### config.mk
export PLATFORM = sky130hd
export DESIGN_NAME = metadata_output_fifo_flat
export DESIGN_NICKNAME = d
export VERILOG_FILES = /design/src/rtl/metadata_output_fifo_if.sv /design/src/rtl/metadata_output_fifo.sv /design/src/flat_wrapper.sv
export SDC_FILE = /design/constraint.sdc
export NUM_CORES = 1
export LEC_CHECK = 0
export ABC_CLOCK_PERIOD_IN_PS = 8700
export BUFFER_PORTS_ARGS = -buffer_cell sky130_fd_sc_hd__buf_2
export CORE_UTILIZATION = 61
export DETAILED_ROUTE_END_ITERATION = 6
export PLACE_DENSITY_LB_ADDON = 0.12
export SYNTH_ARGS = -nofsm -noshare
export SYNTH_HDL_FRONTEND = slang
export SYNTH_SLANG_ARGS = --single-unit
### constraint.sdc
create_clock -name clk -period 8.7 [get_ports clk]
set_input_delay 2.175 -clock clk [delete_from_list [all_inputs] [get_ports clk]]
set_output_delay 2.175 -clock clk [all_outputs]
set_load 0.01 [all_outputs]
### src/rtl/metadata_output_fifo_if.sv
// Metadata record type and the packager/consumer bus around metadata_output_fifo.
// The FIFO side takes the slave modport; the environment drives the master modport.
package eth_metadata_pkg;
    typedef struct packed {
        logic [47:0] dest_mac;
        logic [47:0] src_mac;
        logic [11:0] vlan_id;
        logic [15:0] ethertype;
        logic        has_vlan;
        logic        is_ipv4;
        logic        is_ipv6;
    } eth_metadata_t;
endpackage

interface metadata_output_fifo_if;
    import eth_metadata_pkg::*;

    eth_metadata_t metadata;
    logic          metadata_valid;
    eth_metadata_t m_metadata;
    logic          m_valid;
    logic          m_ready;

    modport slave (
        input  metadata, metadata_valid, m_ready,
        output m_metadata, m_valid
    );

    modport master (
        output metadata, metadata_valid, m_ready,
        input  m_metadata, m_valid
    );
endinterface

### src/rtl/metadata_output_fifo.sv
// Drop-on-full FWFT buffer between the metadata packager and its consumer.
// Define METADATA_FIFO_DROP_STATS_EN to build the drop_count/overflow statistics.
module metadata_output_fifo
    import eth_metadata_pkg::*;
#(
    parameter int DEPTH = 4
) (
    input  logic                     clk,
    input  logic                     rst_n,
    metadata_output_fifo_if.slave    bus,
    output logic [$clog2(DEPTH):0]   fifo_count,
    output logic                     fifo_full,
    output logic [15:0]              drop_count,
    output logic                     overflow,
    input  logic                     drop_clr
);
    localparam int AW = $clog2(DEPTH);
    localparam int CW = AW + 1;

    eth_metadata_t mem [DEPTH];
    logic [AW-1:0] wr_ptr, rd_ptr;
    logic [CW-1:0] count;
    logic          push, pop, drop;

    assign bus.m_valid = (count != '0);
    assign fifo_full   = (count == CW'(DEPTH));
    assign fifo_count  = count;

    // A pop frees the slot in the same cycle, so a full FIFO still accepts.
    assign pop  = bus.m_valid && bus.m_ready;
    assign push = bus.metadata_valid && (!fifo_full || pop);
    assign drop = bus.metadata_valid && fifo_full && !pop;

    assign bus.m_metadata = bus.m_valid ? mem[rd_ptr] : '0;

    always_ff @(posedge clk or negedge rst_n) begin
        if (!rst_n) begin
            wr_ptr <= '0;
            rd_ptr <= '0;
            count  <= '0;
        end else begin
            if (push) wr_ptr <= wr_ptr + 1'b1;
            if (pop)  rd_ptr <= rd_ptr + 1'b1;
            if (push && !pop)      count <= count + 1'b1;
            else if (pop && !push) count <= count - 1'b1;
        end
    end

    // Storage carries no reset; empty-forcing on m_metadata hides stale entries.
    always_ff @(posedge clk) begin
        if (push) mem[wr_ptr] <= bus.metadata;
    end

`ifdef METADATA_FIFO_DROP_STATS_EN
    always_ff @(posedge clk or negedge rst_n) begin
        if (!rst_n) begin
            drop_count <= '0;
            overflow   <= 1'b0;
        end else if (drop_clr) begin
            drop_count <= drop ? 16'd1 : 16'd0;
            overflow   <= drop;
        end else if (drop) begin
            if (drop_count != 16'hFFFF) drop_count <= drop_count + 16'd1;
            overflow <= 1'b1;
        end
    end
`else
    logic unused_drop_stats;
    assign unused_drop_stats = drop_clr ^ drop;
    assign drop_count = 16'h0;
    assign overflow   = 1'b0;
`endif
endmodule

### src/flat_wrapper.sv
// flat-port wrapper written by rule: the top's interface ports become plain ports
module metadata_output_fifo_flat import eth_metadata_pkg::*;
#(
    parameter int DEPTH = 4
)
  (clk, rst_n, fifo_count, fifo_full, drop_count, overflow, drop_clr, bus_metadata, bus_metadata_valid, bus_m_ready, bus_m_metadata, bus_m_valid);
  metadata_output_fifo_if bus_i ();
  input  logic clk;
  input  logic rst_n;
  output logic [$clog2(DEPTH):0] fifo_count;
  output logic fifo_full;
  output logic [15:0] drop_count;
  output logic overflow;
  input  logic drop_clr;
  input wire logic [$bits(bus_i.metadata)-1:0] bus_metadata;
  input wire logic [$bits(bus_i.metadata_valid)-1:0] bus_metadata_valid;
  input wire logic [$bits(bus_i.m_ready)-1:0] bus_m_ready;
  output wire logic [$bits(bus_i.m_metadata)-1:0] bus_m_metadata;
  output wire logic [$bits(bus_i.m_valid)-1:0] bus_m_valid;
  assign bus_i.metadata = bus_metadata;
  assign bus_i.metadata_valid = bus_metadata_valid;
  assign bus_i.m_ready = bus_m_ready;
  assign bus_m_metadata = bus_i.m_metadata;
  assign bus_m_valid = bus_i.m_valid;
  metadata_output_fifo #(.DEPTH(DEPTH)) u_core (.clk(clk), .rst_n(rst_n), .bus(bus_i), .fifo_count(fifo_count), .fifo_full(fifo_full), .drop_count(drop_count), .overflow(overflow), .drop_clr(drop_clr));
endmodule
Word-level counts from Yosys, hierarchy flattened
Memory sizes are Yosys's and may differ from the RTL's.
Index checks and enable logic that the tools add are counted.
Operators by class
  eq/ne operators: 1
  mux-type cells: 5
  reductions and logical operators: 10
  add/subtract/negate cells: 4
Operators with widths (number)
  two-way mux 127 bit: 1
  two-way mux 3 bit: 2
  adder 2 x 1 -> 2 bit (second input constant): 2
  logical AND 1 bit: 4
  adder 3 x 1 -> 3 bit (second input constant): 1
  equality test 3 bit (second input constant): 1
  logical NOT 1 bit: 3
  nonzero test 3 bit: 1
  subtractor 3 x 1 -> 3 bit (second input constant): 1
  two-way mux 1 bit: 2
  nonzero test 2 bit: 1
  logical OR 1 bit: 1
Storage, ports and cells
  memories: 1
  logic and storage cells: 24
  output and inout bits: 149
  bits in writable memories: 508
  input bits: 132
  register bits after elaboration: 7
Memories
  u_core.mem: words 4, bits a word 127, rd ports 1, clocked after memory_dff 0, wr ports 1, RTL line metadata_output_fifo.sv:20  | eth_metadata_t mem [DEPTH];

Longest topological paths before layout
Gate-level depths: netlist of the first run.
  word-level depth: 8
  depth in mapped cells: 9

Worst setup path before layout of the first run
OpenSTA, ideal clock, no wires.
  path kind: input port to flip-flop
  from: input port bus_m_ready
  to: memory u_core.mem[0][0] in the netlist's numbering, enable pin
  data arrival time: 5.408 ns
  data required time: 8.199 ns
  cell stages on the path: 3
  setup time: 0.501 ns
  path slack: 2.791 ns
  buffers on the path: 0
  cell sequence: inv_1 > a21boi_2 > and2_1
Between the ends
  longest elaborated chain between the ends: 5
Ends and longest elaborated chain
  from (decl): RTL line flat_wrapper.sv:17  | input wire logic [$bits(bus_i.m_ready)-1:0] bus_m_ready;
  logical AND 1 bit: RTL line metadata_output_fifo.sv:30  | assign pop = bus.m_valid && bus.m_ready;
  logical OR 1 bit: RTL line metadata_output_fifo.sv:31  | assign push = bus.metadata_valid && (!fifo_full || pop);
  logical AND 1 bit: RTL line metadata_output_fifo.sv:31
  net u_core.push: RTL line metadata_output_fifo.sv:23  | logic push, pop, drop;
  two-way mux 1 bit: RTL line metadata_output_fifo.sv:51  | if (push) mem[wr_ptr] <= bus.metadata;
  two-way mux 1 bit (implied by the code): RTL line metadata_output_fifo.sv:51
  to (decl): RTL line metadata_output_fifo.sv:20
The timed path passes the listed nets, and every way through them passes these cells.

Worst setup path in the final report of the first run
  from: register u_core.rd_ptr[1]
  to: output port bus_m_metadata[115]
Between the ends
  longest elaborated chain between the ends: 2
Ends and longest elaborated chain
  from (decl): RTL line metadata_output_fifo.sv:21  | logic [AW-1:0] wr_ptr, rd_ptr;
  from (signal assigned): RTL line metadata_output_fifo.sv:43  | if (pop) rd_ptr <= rd_ptr + 1'b1;
  memory read (4 x 127 bit)
  two-way mux 127 bit: RTL line metadata_output_fifo.sv:34  | assign bus.m_metadata = bus.m_valid ? mem[rd_ptr] : '0;
  to (decl): RTL line flat_wrapper.sv:18  | output wire logic [$bits(bus_i.m_metadata)-1:0] bus_m_metadata;
Every way passes these cells.

==> results of run 1 <==
cells in the mapped netlist, drive strengths merged:
| master | number |
|---|---|
| xor2 | 2 |
| and2 | 131 |
| xnor2 | 4 |
| conb | 1 |
| nand3 | 1 |
| nor2 | 1 |
| inv | 4 |
| buf | 44 |
| mux2 | 2 |
| a21boi | 1 |
| nand2 | 1 |
| nor3b | 1 |
| clkbuf | 15 |
| mux4 | 127 |
| dfrtp | 7 |
| or3 | 1 |
| fa | 1 |
| ha | 5 |
| edfxtp | 508 |
per-layer routing:
layer,vias up,part of all wire
li1,4032,-
met1,4659,0.41
met2,276,0.49
met3,60,0.080
met4,12,0.017
met5,-,0.0023
state kept, by name, indices dropped and copies added (netlist names):
register	cells
u_core.mem	508
u_core.fifo_count	3
u_core.rd_ptr	2
u_core.wr_ptr	2
worst max-delay path, cell delays in order, from the launching register on:
cell and delay, ns:
dfrtp_4 1.05, buf_4 0.84, mux4_2 0.41, and2_1 0.19, buf_2 0.14
area by class of cell:
class                           instances  area, µm²  area share
Timing Repair Buffer                  271       1404     0.06132
Clock inverter                         26      245.2     0.01071
Antenna cell                            4      10.01   0.0004372
Sequential cell                       515      15440      0.6743
Multi-Input combinational cell        295       3954      0.1727
Tap cell                              402      503.0     0.02197
Inverter                                4      15.01   0.0006558
Clock buffer                           64       1325     0.05788
final timing paths:
kind	startpoint	to	slack, ns	cells past startpoint
setup / recovery	u_core.rd_ptr[1]	bus_m_metadata[115]	3.26	4
hold / removal	u_core.fifo_count[2]	u_core.fifo_count[2]	0.52	1
setup reg to reg	u_core.fifo_count[2]	u_core.mem[3][49]	5.53	4
hold reg to reg	u_core.fifo_count[2]	u_core.fifo_count[2]	0.52	1
max in group asynchronous	rst_n	u_core.rd_ptr[0]	7.08	1
min in group asynchronous	rst_n	u_core.fifo_count[2]	1.45	1
stage by stage:
stage	instances	cell area [µm²]
floorplan	873	19780
global placement	1487	21310
detailed placement	1487	21310
CTS	1577	22880
global route	1579	22890
finish	1581	22890
where the power goes:
group / total, W / internal [W] / switching, W
registers: 0.00350 / 0.00327 / 0.000230
clock network: 0.00206 / 0.00122 / 0.000841
logic: 0.00252 / 0.00123 / 0.00129
cells by family (layout without fill, tap and decap cells):
kind of cell,Yosys count,after routing
AO/OA/AOI/OAI,1,1
XOR/XNOR,6,6
multiplexers,129,129
AND/OR/NAND/NOR,136,136
other,1,21
flip-flops,515,515
adder cells (fa/ha/maj),6,6
buffers and inverters,63,365
==> flow_metrics.env, run 1 <==
export IMPL_status="finished, final reports clean"
export IMPL_grt_start_max_net_pins=100
export IMPL_core_area_um2=31720
export IMPL_finalWirelength_mm=35.39
export IMPL_drcViolationCount=0
export IMPL_pre_cts_slack_ns=3.768
export IMPL_post_synth_main_area_contributors="edfxtp_1, mux4_2, and2_1"
export IMPL_cp_max_fo=66
export IMPL_post_dp_hpwl_mm=20.09
export IMPL_cts_tree="built"
export IMPL_cp_arrival_ns=3.27
export IMPL_gr_usage_met2=0.3508
export IMPL_die_area_um2=33050
export IMPL_overflow=0
export IMPL_endpoint_kind="primary output"
export IMPL_leakagePower_nw=7.915
export IMPL_final_common_cell="edfxtp_1"
export IMPL_grtUsageTotal=0.2188
export IMPL_start_util=0.6217
export IMPL_synth_cell_area_um2=19720
export IMPL_io_pins=281
export IMPL_synth_top_family_by_area="multiplexers"
export IMPL_synth_top_cell_area_share=0.7736
export IMPL_grt_busiest_layer="met2"
export IMPL_fin_setup_tns_ns=0
export IMPL_cp_start_kind="register"
export IMPL_vias_per_cell=5.717
export IMPL_setup_ws_ns=3.260
export IMPL_ys_ff_latch=515
export IMPL_layout_common_cells="edfxtp_1, buf_2, mux4_2, and2_1, clkbuf_16"
export IMPL_die_h_um=181.8
export IMPL_post_cts_buffers=0
export IMPL_clock_latency_ns=0.55
export IMPL_first_iter_violations=582
export IMPL_port_buffers=262
export IMPL_cts_hold_buf=0
export IMPL_cts_path_max_buffers=3
export IMPL_grt_pass1_vias=9393
export IMPL_peakVddDrop_uv=409.5
export IMPL_place_congestion=0.7144
export IMPL_rsz0062_at_grt="no"
export IMPL_final_util=0.7218
export IMPL_wire_per_inst_um=22.38
export IMPL_yosys_warnings=0
export IMPL_min_path_type="register to register"
export IMPL_final_min_clock_period_ns=5.440
export IMPL_power_density_nw_per_um2=352.8
export IMPL_grt_pass1_wl_mm=54.03
export IMPL_synth_distinct_cells=22
export IMPL_period_share=0.6253
export IMPL_met1_usage=0.2993
export IMPL_synth_compound_area_frac=0.0005711
export IMPL_row_count=65
export IMPL_vias=9039
export IMPL_required_ns=6.53
export IMPL_drive_above_1_share=0.4034
export IMPL_synthSimpleGateAreaFrac=0.04289
export IMPL_max_cap_violations=0
export IMPL_fill_cells=1914
export IMPL_finalMaxSlewViolations=0
export IMPL_use_met3=0.06699
export IMPL_synth_seq_area_share=0.7825
export IMPL_syn_inst=857
export IMPL_setup_viol=0
export IMPL_syn2layout_area_growth_pct=16.10
export IMPL_clkTransAtPathRegs_ns=0.06
export IMPL_antenna_left=0
export IMPL_drtPass1Iterations=5
export IMPL_cts_resized=0
export IMPL_yosys_area_top_type="edfxtp_1"
export IMPL_layout_nets=1275
export IMPL_cts_root_buf="clkbuf_16"
export IMPL_die_w_um=181.8
export IMPL_cts_buffers=50
export IMPL_grt_antenna_before_repair=10
export IMPL_cts_sinks=515
export IMPL_fmax_mhz=183.8
export IMPL_slew_headroom=0.3084
export IMPL_power_w=0.008077
export IMPL_worst_clock_skew_ns=0.02125
export IMPL_finalHoldWorstSlack_ns=0.5243
export IMPL_tightest_slew_ns=1.037
export IMPL_avgSynthCellArea_um2=23.01
export IMPL_synth_adder_area_share=0.004188
export IMPL_worstSetupPathType="register to primary output"
export IMPL_synth_xor_area_share=0.002665
export IMPL_final_hold_viol_count=0
export IMPL_htree_num_levels=2
export IMPL_synth_mux_area_frac=0.1462
No activity file was read; power rests on OpenSTA's default activity.
==> run 2, diff against run 1 <==
ABC_CLOCK_PERIOD_IN_PS = 4670   (was 8700)
CORE_UTILIZATION = 51   (was 61)
clock period = 4.67 ns   (was 8.7 ns; I/O delays follow)
==> run 2 against run 1 <==
  * Setup slack got worse by 2.6 ns
  * First-iteration DRC count decreased by 29%
  * Register-to-register slack got worse by 3.5 ns
  * Clock power increased by 84%
  * Final area increased by 1.3%
  * Cell count increased by 7.4%
  * Total power increased by 88%
==> flow_metrics.env, run 2 (synthesis gave the netlist of run 1 again) <==
export IMPL_grt_pass1_vias=9721
export IMPL_cts_buffers=52
export IMPL_cts_resized=0
export IMPL_slew_headroom=0.3880
export IMPL_peakVddDrop_uv=710.5
export IMPL_grtUsageTotal=0.1967
export IMPL_finalWirelength_mm=37.71
export IMPL_seqPwrFrac=0.423
export IMPL_clkTransAtPathRegs_ns=0.06
export IMPL_first_iter_violations=413
export IMPL_required_ns=3.50
export IMPL_endpoint_kind="primary output"
export IMPL_clock_power_share=0.250
export IMPL_cell_internal_pwr_w=0.01066
export IMPL_r2r_end="u_core.fifo_count[2]"
export IMPL_wire_per_inst_um=22.21
export IMPL_met1_usage=0.2531
export IMPL_largest_reg_flops=508
export IMPL_final_hold_viol_count=0
export IMPL_cts_sinks=515
export IMPL_grt_start_max_net_pins=85
export IMPL_die_w_um=198.6
export IMPL_grt_pass1_wl_mm=56.88
export IMPL_drcViolationCount=0
export IMPL_finalMaxSlewViolations=0
export IMPL_placed_area_um2=21630
export IMPL_use_met3=0.06155
export IMPL_r2r_slack_ns=2.08
export IMPL_comb_power_share=0.327
export IMPL_row_count=71
export IMPL_top_register="u_core.mem"
export IMPL_cts_hold_buf=0
export IMPL_drtPass1Iterations=5
export IMPL_vias_per_cell=5.377
export IMPL_final_min_clock_period_ns=3.981
export IMPL_leakagePower_nw=7.976
export IMPL_cts_path_max_buffers=3
export IMPL_fin_setup_tns_ns=0
export IMPL_worstSetupPathType="register to primary output"
export IMPL_crit_path_top_delay_cell="or3_4"
export IMPL_start_util=0.5211
export IMPL_cp_max_fo=84
export IMPL_slowest_delay_ns=0.75
export IMPL_layout_common_cells="edfxtp_1, buf_2, mux4_2, and2_1, clkbuf_16"
export IMPL_drive_above_1_share=0.4039
export IMPL_clock_latency_ns=0.59
export IMPL_netSwitchingFraction=0.2984
export IMPL_core_area_um2=37840
export IMPL_rsz0062_at_grt="no"
export IMPL_period_share=0.8524
export IMPL_post_dp_hpwl_mm=22.29
export IMPL_overflow=0
export IMPL_io_pins=281
export IMPL_layout_nets=1285
export IMPL_cts_tree="built"
export IMPL_die_h_um=198.6
export IMPL_worst_clock_skew_ns=0.01855
export IMPL_antenna_left=0
export IMPL_grt_antenna_before_repair=11
export IMPL_status="finished, final reports clean"
export IMPL_cp_start_kind="register"
export IMPL_power_density_nw_per_um2=655.0
export IMPL_vias=9130
export IMPL_max_cap_violations=0
export IMPL_gr_usage_met2=0.3228
export IMPL_place_congestion=0.6845
export IMPL_p_sw_w=0.004532
export IMPL_cp_arrival_ns=2.81
export IMPL_rr_startpoint="u_core.fifo_count[0]"
export IMPL_syn2layout_area_growth_pct=17.59
export IMPL_port_buffers=262
export IMPL_tightest_slew_ns=0.9180
export IMPL_grt_busiest_layer="met2"
export IMPL_setup_viol=0
export IMPL_path_cells="or3_4 -> buf_4 -> and2_1 -> buf_2"
export IMPL_post_cts_buffers=0
export IMPL_setup_ws_ns=0.6894
export IMPL_htree_num_levels=2
export IMPL_die_area_um2=39450
export IMPL_finalHoldWorstSlack_ns=0.4225
export IMPL_min_path_type="input pin to async pin"
export IMPL_final_common_cell="edfxtp_1"
export IMPL_final_area_um2=23190
export IMPL_r2r_cells=8
export IMPL_pre_cts_slack_ns=1.206
export IMPL_fmax_mhz=251.2
export IMPL_final_util=0.6127
export IMPL_cts_root_buf="clkbuf_16"
## run 2: worst max-delay path: cells and delay by family, from the launching register on
family | cells | cell delay [ns]
AND/OR/NAND/NOR | 2 | 0.95
buffers and inverters | 2 | 0.71
flip-flops | 1 | 0.47
## run 2: power by group through the flow
stage               logic [W]  registers, W  clock network (W)
finish                0.00496       0.00643            0.00380
global route          0.00541       0.00651            0.00408
detailed placement    0.00508       0.00654                  0
floorplan             0.00339       0.00636                  0
global placement      0.00507       0.00649                  0
CTS                   0.00510       0.00645            0.00389
## run 2: worst max path at each step
stage	from	endpoint	slack, ns
after global placement	u_core.fifo_count[0]	bus_m_metadata[103]	1.22
after detailed placement	u_core.fifo_count[0]	bus_m_metadata[101]	1.21
after global routing	u_core.fifo_count[0]	bus_m_metadata[104]	0.45
final	u_core.fifo_count[0]	bus_m_metadata[104]	0.69
after CTS	u_core.fifo_count[0]	bus_m_metadata[103]	0.58
after floorplan	bus_m_ready	u_core.mem[0][0]	1.18
## run 2: layout make-up
class	count	area [µm²]
fillers	2790	14660
diodes	1	2.502
well taps	511	639.4
multi-input cells	295	3954
clock inverters	24	163.9
repair buffers	279	1589
inverters	4	15.01
flip-flops and latches	515	15440
clock buffers	69	1386
## run 2: through the flow
step | power [W] | std cells
floorplan | 0.009751 | 873
global placement | 0.01156 | 1604
detailed placement | 0.01162 | 1604
CTS | 0.01545 | 1697
global route | 0.01599 | 1697
finish | 0.01519 | 1698
## run 2: layer usage
metal,up-vias,wire length [µm]
li1,4045,-
met1,4759,15430
met2,240,18880
met3,68,2650
met4,18,637
met5,-,107
==> run 3, diff against run 2 <==
BUFFER_PORTS_ARGS = -buffer_cell sky130_fd_sc_hd__buf_4   (was -buffer_cell sky130_fd_sc_hd__buf_2)
==> run 3 against run 2 <==
  * Total power rose by 4.1%
  * Setup slack improved by 0.20 ns
  * Maximum frequency rose by 5.4%
==> flow_metrics.env, run 3 (synthesis gave the netlist of run 1 again) <==
export IMPL_cp_start_kind="register"
export IMPL_rsz0062_at_grt="no"
export IMPL_slowest_delay_ns=0.67
export IMPL_final_min_clock_period_ns=3.777
export IMPL_worstSetupPathType="register to primary output"
export IMPL_top_register="u_core.mem"
export IMPL_min_path_type="input pin to async pin"
export IMPL_fmax_mhz=264.8
export IMPL_setup_viol=0
export IMPL_clkTransAtPathRegs_ns=0.06
export IMPL_cell_internal_pwr_w=0.01124
export IMPL_fin_setup_tns_ns=0
export IMPL_first_iter_violations=441
export IMPL_placed_cells=1606
export IMPL_drive_above_1_share=0.4084
export IMPL_syn2layout_area_growth_pct=21.18
export IMPL_die_w_um=198.6
export IMPL_netSwitchingFraction=0.2890
export IMPL_die_area_um2=39450
export IMPL_status="finished, final reports clean"
export IMPL_post_cts_buffers=0
export IMPL_r2r_cells=8
export IMPL_top_layer_used="met5"
export IMPL_vias=9060
export IMPL_start_util=0.5211
export IMPL_place_congestion=0.6746
export IMPL_power_w=0.01581
export IMPL_cp_max_fo=49
export IMPL_finalWirelength_mm=37.14
export IMPL_grt_start_max_net_pins=63
export IMPL_cts_root_buf="clkbuf_16"
export IMPL_wl_met2_mm=18.18
export IMPL_cts_sinks=515
export IMPL_cts_buffers=52
export IMPL_port_buffers=262
export IMPL_grt_pass1_wl_mm=56.17
export IMPL_placed_area_um2=22310
export IMPL_max_cap_violations=0
export IMPL_required_ns=3.50
export IMPL_vias_per_cell=5.339
export IMPL_period_share=0.8087
export IMPL_row_count=71
export IMPL_antenna_left=0
export IMPL_post_dp_hpwl_mm=21.87
export IMPL_clock_power_share=0.247
export IMPL_cts_resized=0
export IMPL_grt_antenna_before_repair=2
export IMPL_p_sw_w=0.004568
export IMPL_tightest_slew_ns=0.7319
export IMPL_worst_clock_skew_ns=0.01399
export IMPL_final_util=0.6314
export IMPL_layout_nets=1287
export IMPL_power_density_nw_per_um2=661.6
export IMPL_endpoint_kind="primary output"
export IMPL_cts_path_max_buffers=3
export IMPL_grt_pass1_vias=9671
export IMPL_wl_met1_mm=15.08
export IMPL_core_area_um2=37840
export IMPL_crit_path_top_delay_cell="dfrtp_4"
export IMPL_final_hold_viol_count=0
export IMPL_cts_tree="built"
export IMPL_cp_arrival_ns=2.61
export IMPL_die_h_um=198.6
export IMPL_final_area_um2=23900
export IMPL_fill_cells=2632
export IMPL_seqPwrFrac=0.405
export IMPL_layout_common_cells="edfxtp_1, buf_4, mux4_2, and2_1, clkbuf_16"
export IMPL_finalMaxSlewViolations=0
export IMPL_dr_wl_met3_mm=3.065
export IMPL_overflow=0
export IMPL_comb_power_share=0.348
export IMPL_leakagePower_nw=8.215
export IMPL_peakVddDrop_uv=570.8
export IMPL_slew_headroom=0.5120
export IMPL_clock_latency_ns=0.58
export IMPL_htree_num_levels=2
export IMPL_cts_hold_buf=0
export IMPL_io_pins=281
export IMPL_drtPass1Iterations=6
export IMPL_grtUsageTotal=0.1932
export IMPL_drcViolationCount=0
export IMPL_finalNonFillerCells=1697
export IMPL_path_cells="buf_12 -> mux4_2 -> and2_1 -> buf_4"
export IMPL_final_common_cell="edfxtp_1"
export IMPL_wire_per_inst_um=21.88
export IMPL_largest_reg_flops=508
==> run 3: cell count changes in the layout (fill, tap and decap cells not counted), sizes merged <==
cell	before	now
buf	279	281
inv	6	7
clkbuf	69	72
clkinv	20	12
bufinv	2	3
==> run 3: worst paths after layout <==
| kind | from | end | slack [ns] |
|---|---|---|---|
| max | u_core.rd_ptr[0] | bus_m_metadata[57] | 0.89 |
| min | rst_n | u_core.wr_ptr[0] | 0.39 |
| max reg2reg | u_core.fifo_count[0] | u_core.fifo_count[2] | 2.16 |
| min reg2reg | u_core.fifo_count[2] | u_core.fifo_count[2] | 0.53 |
| max in group asynchronous | rst_n | u_core.rd_ptr[0] | 4.13 |
| min in group clk | u_core.fifo_count[2] | u_core.fifo_count[2] | 0.53 |
==> run 3: routing by layer <==
metal,up-vias,global-route usage
li1,4041,-
met1,4697,0.2495
met2,265,0.3104
met3,55,0.06324
met4,2,0.06496
met5,-,0
==> run 3: critical path, delay by kind of cell, from the launching register on <==
kind | cells | cell delay (ns)
DFF | 1 | 0.67
buffers and inverters | 2 | 0.54
muxes | 1 | 0.56
and+or+nand+nor | 1 | 0.19
==> run 3: power groups by stage <==
stage          registers [W]  logic (W)  clock network [W]
2_1_floorplan        0.00636    0.00339                  0
3_3_place_gp         0.00647    0.00564                  0
3_5_place_dp         0.00651    0.00564                  0
4_1_cts              0.00642    0.00566            0.00400
5_1_grt              0.00648    0.00597            0.00418
6_report             0.00640    0.00551            0.00391
==> run 3: cell type report <==
| class | instances | area (µm²) | share of cell area |
|---|---|---|---|
| sequential | 515 | 15440 | 0.6460 |
| multi-input combinational | 295 | 3954 | 0.1655 |
| timing repair buffer | 281 | 2260 | 0.09457 |
| clock buffer | 72 | 1418 | 0.05933 |
| tap | 511 | 639.4 | 0.02676 |
| clock inverter | 18 | 170.2 | 0.007121 |
| inverter | 4 | 15.01 | 0.0006283 |
| antenna | 1 | 2.502 | 0.0001047 |
==> run 3: per-stage QoR <==
| stage | worst slack (ns) | hold slack [ns] |
|---|---|---|
| after floorplan | 1.176 | 0.5274 |
| after global placement | 1.435 | 0.5184 |
| after detailed placement | 1.444 | 0.5151 |
| after CTS | 0.8070 | 0.3566 |
| after global routing | 0.7283 | 0.3762 |
| final | 0.8935 | 0.3895 |
